$ cat src/rtl/pipelined_shifter_if.sv
// Shift unit handshake bundle: input op (valid/ready/data/amt/mode/tag)
// and result (valid/ready/data/zero/tag); master drives ops, slave is the unit.
interface pipelined_shifter_if #(
  parameter int WIDTH = 16,
  parameter int AMT_W = 5,
  parameter int TAG_W = 4
);
  logic             in_valid;
  logic             in_ready;
  logic [WIDTH-1:0] in_data;
  logic [AMT_W-1:0] in_amt;
  logic [1:0]       in_mode;
  logic [TAG_W-1:0] in_tag;
  logic             out_valid;
  logic             out_ready;
  logic [WIDTH-1:0] out_data;
  logic             out_zero;
  logic [TAG_W-1:0] out_tag;

  modport master (
    output in_valid, in_data, in_amt, in_mode, in_tag, out_ready,
    input  in_ready, out_valid, out_data, out_zero, out_tag
  );

  modport slave (
    input  in_valid, in_data, in_amt, in_mode, in_tag, out_ready,
    output in_ready, out_valid, out_data, out_zero, out_tag
  );
endinterface

$ cat src/rtl/pipelined_shifter.sv
// Pipelined barrel shifter (SLL/SRL/SRA/ROR), log2(WIDTH) stages + output reg.
// Ports: clk, rst_n (sync, active-low), bus (slave: op in, result out).
module pipelined_shifter #(
  parameter int WIDTH = 16,
  parameter int AMT_W = 5,
  parameter int TAG_W = 4
) (
  input  logic                 clk,
  input  logic                 rst_n,
  pipelined_shifter_if.slave   bus
);
  localparam int LOG2W = $clog2(WIDTH);
  localparam logic [1:0] M_SLL = 2'd0;
  localparam logic [1:0] M_SRL = 2'd1;
  localparam logic [1:0] M_SRA = 2'd2;
  localparam logic [1:0] M_ROR = 2'd3;

  function automatic logic [WIDTH-1:0] shf(
    input logic [WIDTH-1:0] d,
    input int               s,
    input logic [1:0]       m,
    input logic             sg
  );
    logic [WIDTH-1:0] fill;
    fill = ~({WIDTH{1'b1}} >> s);
    shf  = d;
    unique case (1'b1)
      (m == M_SLL): shf = d << s;
      (m == M_SRL): shf = d >> s;
      (m == M_SRA): shf = (d >> s) | (sg ? fill : '0);
      (m == M_ROR): shf = (d >> s) | (d << (WIDTH - s));
      default:      shf = d;
    endcase
  endfunction

  logic             out_valid_q;
  logic [WIDTH-1:0] out_data_q;
  logic             out_zero_q;
  logic [TAG_W-1:0] out_tag_q;
  logic             stall;
  logic             adv;

  // The whole pipe freezes, bubbles included, while a result waits.
  assign stall        = out_valid_q && !bus.out_ready;
  assign adv          = !stall;
  assign bus.in_ready = rst_n && !stall;

  logic             over;
  logic             sign0;
  logic [LOG2W-1:0] amt0;
  logic [WIDTH-1:0] opnd0;

  // Over-shift is resolved up front: operand becomes the fill, amount 0.
  always_comb begin
    sign0 = bus.in_data[WIDTH-1];
    over  = (bus.in_amt >= AMT_W'(WIDTH)) && (bus.in_mode != M_ROR);
    amt0  = bus.in_amt[LOG2W-1:0];
    opnd0 = bus.in_data;
    if (over) begin
      amt0  = '0;
      opnd0 = (bus.in_mode == M_SRA) ? {WIDTH{sign0}} : '0;
    end
  end

  logic             s_vld  [LOG2W+1];
  logic [WIDTH-1:0] s_dat  [LOG2W+1];
  logic [LOG2W-1:0] s_amt  [LOG2W+1];
  logic [1:0]       s_mode [LOG2W+1];
  logic             s_sgn  [LOG2W+1];
  logic [TAG_W-1:0] s_tag  [LOG2W+1];

  assign s_vld[0]  = bus.in_valid && bus.in_ready;
  assign s_dat[0]  = opnd0;
  assign s_amt[0]  = amt0;
  assign s_mode[0] = bus.in_mode;
  assign s_sgn[0]  = sign0;
  assign s_tag[0]  = bus.in_tag;

  for (genvar k = 0; k < LOG2W; k++) begin : g_stg
    logic             vld_q;
    logic [WIDTH-1:0] dat_q;
    logic [LOG2W-1:0] amt_q;
    logic [1:0]       mode_q;
    logic             sgn_q;
    logic [TAG_W-1:0] tag_q;

    always_ff @(posedge clk) begin
      if (!rst_n) begin
        vld_q  <= 1'b0;
        dat_q  <= '0;
        amt_q  <= '0;
        mode_q <= '0;
        sgn_q  <= 1'b0;
        tag_q  <= '0;
      end else if (adv) begin
        vld_q  <= s_vld[k];
        dat_q  <= s_amt[k][k]
                  ? shf(s_dat[k], 2 ** k, s_mode[k], s_sgn[k])
                  : s_dat[k];
        amt_q  <= s_amt[k];
        mode_q <= s_mode[k];
        sgn_q  <= s_sgn[k];
        tag_q  <= s_tag[k];
      end
    end

    assign s_vld[k+1]  = vld_q;
    assign s_dat[k+1]  = dat_q;
    assign s_amt[k+1]  = amt_q;
    assign s_mode[k+1] = mode_q;
    assign s_sgn[k+1]  = sgn_q;
    assign s_tag[k+1]  = tag_q;
  end

  always_ff @(posedge clk) begin
    if (!rst_n) begin
      out_valid_q <= 1'b0;
      out_data_q  <= '0;
      out_zero_q  <= 1'b0;
      out_tag_q   <= '0;
    end else if (adv) begin
      out_valid_q <= s_vld[LOG2W];
      out_data_q  <= s_dat[LOG2W];
      out_zero_q  <= (s_dat[LOG2W] == '0);
      out_tag_q   <= s_tag[LOG2W];
    end
  end

  assign bus.out_valid = out_valid_q;
  assign bus.out_data  = out_data_q;
  assign bus.out_zero  = out_zero_q;
  assign bus.out_tag   = out_tag_q;
endmodule

$ cat src/flat_wrapper.sv
// flat-port wrapper written by rule: the top's interface ports become plain ports
module pipelined_shifter_flat 
#(
  parameter int WIDTH = 16,
  parameter int AMT_W = 5,
  parameter int TAG_W = 4
)
  (clk, rst_n, bus_in_valid, bus_in_data, bus_in_amt, bus_in_mode, bus_in_tag, bus_out_ready, bus_in_ready, bus_out_valid, bus_out_data, bus_out_zero, bus_out_tag);
  pipelined_shifter_if #(.WIDTH(WIDTH), .AMT_W(AMT_W), .TAG_W(TAG_W)) bus_i ();
  input  logic clk;
  input  logic rst_n;
  input wire logic [$bits(bus_i.in_valid)-1:0] bus_in_valid;
  input wire logic [$bits(bus_i.in_data)-1:0] bus_in_data;
  input wire logic [$bits(bus_i.in_amt)-1:0] bus_in_amt;
  input wire logic [$bits(bus_i.in_mode)-1:0] bus_in_mode;
  input wire logic [$bits(bus_i.in_tag)-1:0] bus_in_tag;
  input wire logic [$bits(bus_i.out_ready)-1:0] bus_out_ready;
  output wire logic [$bits(bus_i.in_ready)-1:0] bus_in_ready;
  output wire logic [$bits(bus_i.out_valid)-1:0] bus_out_valid;
  output wire logic [$bits(bus_i.out_data)-1:0] bus_out_data;
  output wire logic [$bits(bus_i.out_zero)-1:0] bus_out_zero;
  output wire logic [$bits(bus_i.out_tag)-1:0] bus_out_tag;
  assign bus_i.in_valid = bus_in_valid;
  assign bus_i.in_data = bus_in_data;
  assign bus_i.in_amt = bus_in_amt;
  assign bus_i.in_mode = bus_in_mode;
  assign bus_i.in_tag = bus_in_tag;
  assign bus_i.out_ready = bus_out_ready;
  assign bus_in_ready = bus_i.in_ready;
  assign bus_out_valid = bus_i.out_valid;
  assign bus_out_data = bus_i.out_data;
  assign bus_out_zero = bus_i.out_zero;
  assign bus_out_tag = bus_i.out_tag;
  pipelined_shifter #(.WIDTH(WIDTH), .AMT_W(AMT_W), .TAG_W(TAG_W)) u_core (.clk(clk), .rst_n(rst_n), .bus(bus_i));
endmodule
$ cat config.mk
export PLATFORM = sky130hd
export DESIGN_NAME = pipelined_shifter_flat
export DESIGN_NICKNAME = d
export VERILOG_FILES = /design/src/rtl/pipelined_shifter_if.sv /design/src/rtl/pipelined_shifter.sv /design/src/flat_wrapper.sv
export SDC_FILE = /design/constraint.sdc
export NUM_CORES = 1
export LEC_CHECK = 0
export ABC_AREA = 1
export CORE_MARGIN = 2
export CORE_UTILIZATION = 45
export CTS_BUF_LIST = sky130_fd_sc_hd__clkbuf_8
export CTS_CLUSTER_DIAMETER = 200
export DETAILED_ROUTE_END_ITERATION = 10
export GPL_TIMING_DRIVEN = 1
export HOLD_SLACK_MARGIN = 0.03
export PLACE_DENSITY = 0.73
export SYNTH_ARGS = -nofsm -noshare
export SYNTH_HDL_FRONTEND = slang
export SYNTH_SLANG_ARGS = --single-unit
export TNS_END_PERCENT = 100
$ cat constraint.sdc
create_clock -name clk -period 3.2 [get_ports clk]
set_clock_uncertainty 0.2 [all_clocks]
set_input_delay 0.64 -clock clk [delete_from_list [all_inputs] [get_ports clk]]
set_output_delay 0.64 -clock clk [all_outputs]
set_load 0.1 [all_outputs]
# Word-level counts from Yosys, hierarchy flattened
# Cells that the tools add are included.
[word_totals]
register_bits = 127
input_bits = 31
output_inout_bits = 23
wordCells = 73
[classes]
n_lt_le_gt_ge = 1
n_eq_ne = 13
mux = 15
n_bitwise = 8
reduce_logical = 11
[op_table]
columns = ["cell", "n"]
rows = [
  ["16-bit one-hot mux with 4 select lines", 4],
  ["16-bit two-way mux", 10],
  ["12-bit by 16-bit OR with 16-bit output", 2],
  ["14-bit by 16-bit OR with 16-bit output", 2],
  ["15-bit by 16-bit OR with 16-bit output", 2],
  ["8-bit by 16-bit OR with 16-bit output", 2],
  ["2-bit == test (second input constant)", 8],
  ["16-bit zero test", 1],
  ["2-bit by 1-bit == test with 1-bit output (second input constant)", 4],
  ["2-bit zero test", 4],
  ["5-bit greater-or-equal comparator (second input constant)", 1],
  ["1-bit logical AND", 4],
  ["4-bit two-way mux", 1],
  ["1-bit zero test", 2],
  ["2-bit inequality test (second input constant)", 1],
]

# Longest topological paths before layout
[logic_depth]
depth_word = 6
mapped_depth = 9
mapped_depth_nobuf = 8

# Least setup slack after synthesis
# No wires, ideal clock.
[synth_timing]
path_kind = "reg-to-output"
startpoint = "register u_core.out_valid_q, in the netlist u_core.bus.out_valid"
endpoint = "output port bus_in_ready"
arrival_time_ps = 1681
required_ps = 2360
slack_ps = 679
path_stages_with_launch = 5
path_buffers = 1
cell_sequence = "dfxtp_1 inv_1 nor2_2 nor2_4 buf_2"
[synth_via]
elab_chain_cells = 3
[synth_rtl]
columns = ["element", "line_no", "source"]
rows = [
  ["from (decl)", "pipelined_shifter.sv:36", "logic out_valid_q;"],
  ["from (signal assigned)", "pipelined_shifter.sv:122", "out_valid_q <= s_vld[LOG2W];"],
  ["1-bit logical AND", "pipelined_shifter.sv:44", "assign stall = out_valid_q && !bus.out_ready;"],
  ["1-bit zero test", "n/a", ""],
  ["1-bit logical AND", "pipelined_shifter.sv:46", "assign bus.in_ready = rst_n && !stall;"],
  ["to (decl)", "flat_wrapper.sv:18", "output wire logic [$bits(bus_i.in_ready)-1:0] bus_in_ready;"],
]
# Every way passes these cells.

# Final worst setup path
[layout_timing]
startpoint = "input port rst_n"
endpoint = "output port bus_in_ready"
[layout_via]
elab_chain_cells = 1
[layout_rtl]
columns = ["element", "line_no", "source"]
rows = [
  ["from (decl)", "flat_wrapper.sv:11", "input logic rst_n;"],
  ["1-bit logical AND", "pipelined_shifter.sv:46", ""],
]
# Every way passes these cells.

==> flow_summary_export.csv <==
group,metric,value,unit
power_and_ir_drop,power_density,546,mW/mm2
route,dr.pass1.iters,8,
floorplan,die_w,113,um
worst_setup_path,cp-start-kind,"input pin",
floorplan,fp.coreArea,0.0115,mm2
hold_path,hp-start,"u_core.g_stg[1].dat_q[15]",
placement,place.gp.congestion,0.853,
sta,slew_violations,0,
synth,async_flop_share,0,%
run_status,outcome,"finished, violations left",
clock_tree,cts_tree,"built",
worst_setup_path,cp.arrival,1780,ps
global_route,grt_max_degree,79,
synth,synthesis.nets,791,
worst_setup_path,r2r_slack,1390,ps
placement,placed_area,0.00586,mm2
power_and_ir_drop,p_leak,2.55,nW
sta,hold_violations,0,
synth,postSynthCellCount,760,
synth,synth_area_leaders,"dfxtp_1, nand2_1, o21ai_0, inv_1, nor2_1",
finish,postLayoutCellArea,0.00627,mm2
power_and_ir_drop,seqPwrFrac,47.8,%
finish,finalNetCount,825,
placement,port_buffers,53,
hold_path,min_path_type,"reg2reg",
synth,syn_avg_cell_area,7.06,um2
power_and_ir_drop,p_switching,0.970,mW
flow_run,drv_cap,0,
power_and_ir_drop,internal-power,2.45,mW
clock_tree,cts_buffers,17,
route,drt_iter0_drc,415,
sta,holdWs,262,ps
clock_tree,clk_path_buf_depth,2,
hold_path,hold_depth,2,
floorplan,io_pins,54,
floorplan,initial_core_util,46.6,%
worst_setup_path,ff2ff_path_depth,6,
power_and_ir_drop,power,3.42,mW
sta,setup_viol,0,
power_and_ir_drop,pwr-share-clk,40.7,%
route,routed_wl,11600,um
route,via_per_inst,5.11,
worst_setup_path,path_cells,"clkdlybuf4s50_1, inv_2, nor2_4, buf_12",
synth,synth_edf_count,0,
floorplan,dieHeight,113,um
worst_setup_path,r2r_start,"u_core.bus.out_valid",
clock_tree,cts_sinks,121,
floorplan,dieArea,0.0128,mm2
synth,synth_area,0.00537,mm2
synth,yosysMostFrequentCell,"nand2_1",
sta,layout_worst_path_cycle_share,81.9,%
power_and_ir_drop,ir_drop,0.000249,V
worst_setup_path,path_class,"in2out",
sta,tightest_slew,804,ps
synth,synth-seq-area-share,45.1,%
worst_setup_path,endpoint_kind,"output port",
worst_setup_path,crit_fanout,15,
clock_tree,post_cts_buffers,0,
synth,yosysWarnings,0,
route,routedWlPerCell,12.3,um
floorplan,rows,39,
worst_setup_path,worstPathRequired,2360,ps
synth,yosysTopAreaCell,"dfxtp_1",
worst_setup_path,max_stage_delay,490,ps
run_status,failed_checks,"design-rule violations",
synth,synth_seq_cells,121,
sta,fin_crit,2620,ps
route,postRouteAntennaNets,0,
sta,max-slew-margin-rel,46.2,%
power_and_ir_drop,power_switching_share,28.3,%
sta,finalSetupTns,0,ps
placement,hpwlAfterDp,8140,um
power_and_ir_drop,p_comb_share,11.5,%
finish,antennaDiodeCount,0,
clock_tree,clk_pin_slew,80,ps
finish,seqCellArea,0.00242,mm2
sta,grt_setup_unrepaired,"no",
synth,synth_top_area_share,45.1,%
global_route,grt-ovfl-total,0,
synth,synth_ff_type,"dfxtp_1",
global_route,grt_pass1_wl,20200,um
route,drc_errors,5,
finish,multi_input_area,0.00237,mm2
finish,drive_gt1_share,9.79,%
global_route,grt_pass1_vias,4434,
clock_tree,clock_latency,430,ps
hold_path,whs_endpoint,"u_core.g_stg[1].dat_q[15]",
clock_tree,cts_resized,0,
sta,fmax,382,MHz
clock_tree,cts-root-buf,"clkbuf_8",
global_route,antenna_found_initial,0,
worst_setup_path,reg2reg_to,"u_core.bus.out_data[10]",
clock_tree,cts_hold_buffers,0,
synth,ys_top_cells_by_count,"nand2_1, dfxtp_1, o21ai_0",
finish,area_growth,16.9,%
synth,synthDistinctLibCells,24,
finish,fill_cells,1097,
route,num_vias,4855,
global_route,gr-usage-all-layers,19.1,%
worst_setup_path,cp_slowest_cell,"clkdlybuf4s50_1",
clock_tree,htreeDepth,4,
==> routing by layer <==
layer / global-route usage (%) / up-vias / part of all wire [%]
met3: 5.20 / 12 / 4.6
met4: 7.97 / 0 / 1.3
met2: 30.4 / 136 / 47
li1: - / 2580 / -
met1: 24.7 / 2127 / 47
met5: 0 / - / 0
==> metrics by stage <==
step / instances / setup slack [ps] / util [%]
after detailed placement: 918 / 468 / 50.9
after global routing: 950 / 503 / 54.5
after global placement: 918 / 549 / 50.9
after floorplan: 760 / 679 / -
final: 950 / 579 / 54.5
after CTS: 950 / 560 / 54.5
==> logic make-up after synthesis <==
family	after synthesis	synth area share, %
flops	121	45.1
xor+xnor	1	0.163
compound gates	209	21.0
buf+inv	138	10.8
simple gates	291	23.0
==> critical path: cells and delay by family <==
kind | cells | cell delay, ps
and+or+nand+nor | 1 | 340
buffers and inverters | 3 | 790
==> power groups by stage <==
stage	sequential [mW]	combinational (mW)	clock [mW]
final	1.64	0.395	1.39
after global routing	1.65	0.446	1.49
after CTS	1.64	0.395	1.42
after detailed placement	1.67	0.393	0
after global placement	1.67	0.387	0
after floorplan	1.71	0.247	0
==> state kept, by name, indices dropped and copies added, names as in the netlist <==
signal / flops
u_core.g_stg.dat_q: 64
u_core.bus.out_data: 16
u_core.g_stg.tag_q: 16
u_core.g_stg.amt_q: 6
u_core.g_stg.mode_q: 6
u_core.bus.out_tag: 4
u_core.g_stg.vld_q: 4
u_core.g_stg.sgn_q: 3
u_core.bus.out_valid: 1
u_core.bus.out_zero: 1
==> placed cells by master, fill, tap and decap left out <==
cell type,n
xor2_1,1
a31oi_1,36
inv_2,5
inv_6,5
nor2_1,63
clkinv_1,2
nor2_8,1
nor2_4,1
nand3_1,47
nand2_2,7
clkinv_4,1
clkbuf_8,18
buf_4,27
inv_8,2
nor4_1,2
buf_12,2
o21ai_1,6
nand2_4,2
bufinv_16,2
nand4_1,6
o21ai_0,114
nand2_1,160
clkdlybuf4s50_1,30
dfxtp_1,121
inv_1,87
clkinvlp_4,3
nor2_2,2
clkinv_2,1
a21oi_1,25
o22ai_1,28
==> cell type report <==
cell class                 instances  share of cell area, %
timing repair buffer              59                   8.65
clock inverter                    14                   2.59
tap                              143                   2.85
sequential                       121                   38.6
inverter                          94                   5.62
multi-input combinational        501                   37.7
clock buffer                      18                   3.95
==> worst max-delay path by stage <==
stage	to	cells past startpoint	slack, ps	start
after floorplan	bus_in_ready	4	680	u_core.bus.out_valid
after global placement	u_core.g_stg[1].dat_q[15]	6	550	rst_n
after detailed placement	u_core.bus.out_data[3]	6	470	rst_n
after CTS	bus_in_ready	4	560	rst_n
after global routing	bus_in_ready	4	500	rst_n
final	bus_in_ready	4	580	rst_n
(Power assumes the default switching activity.)
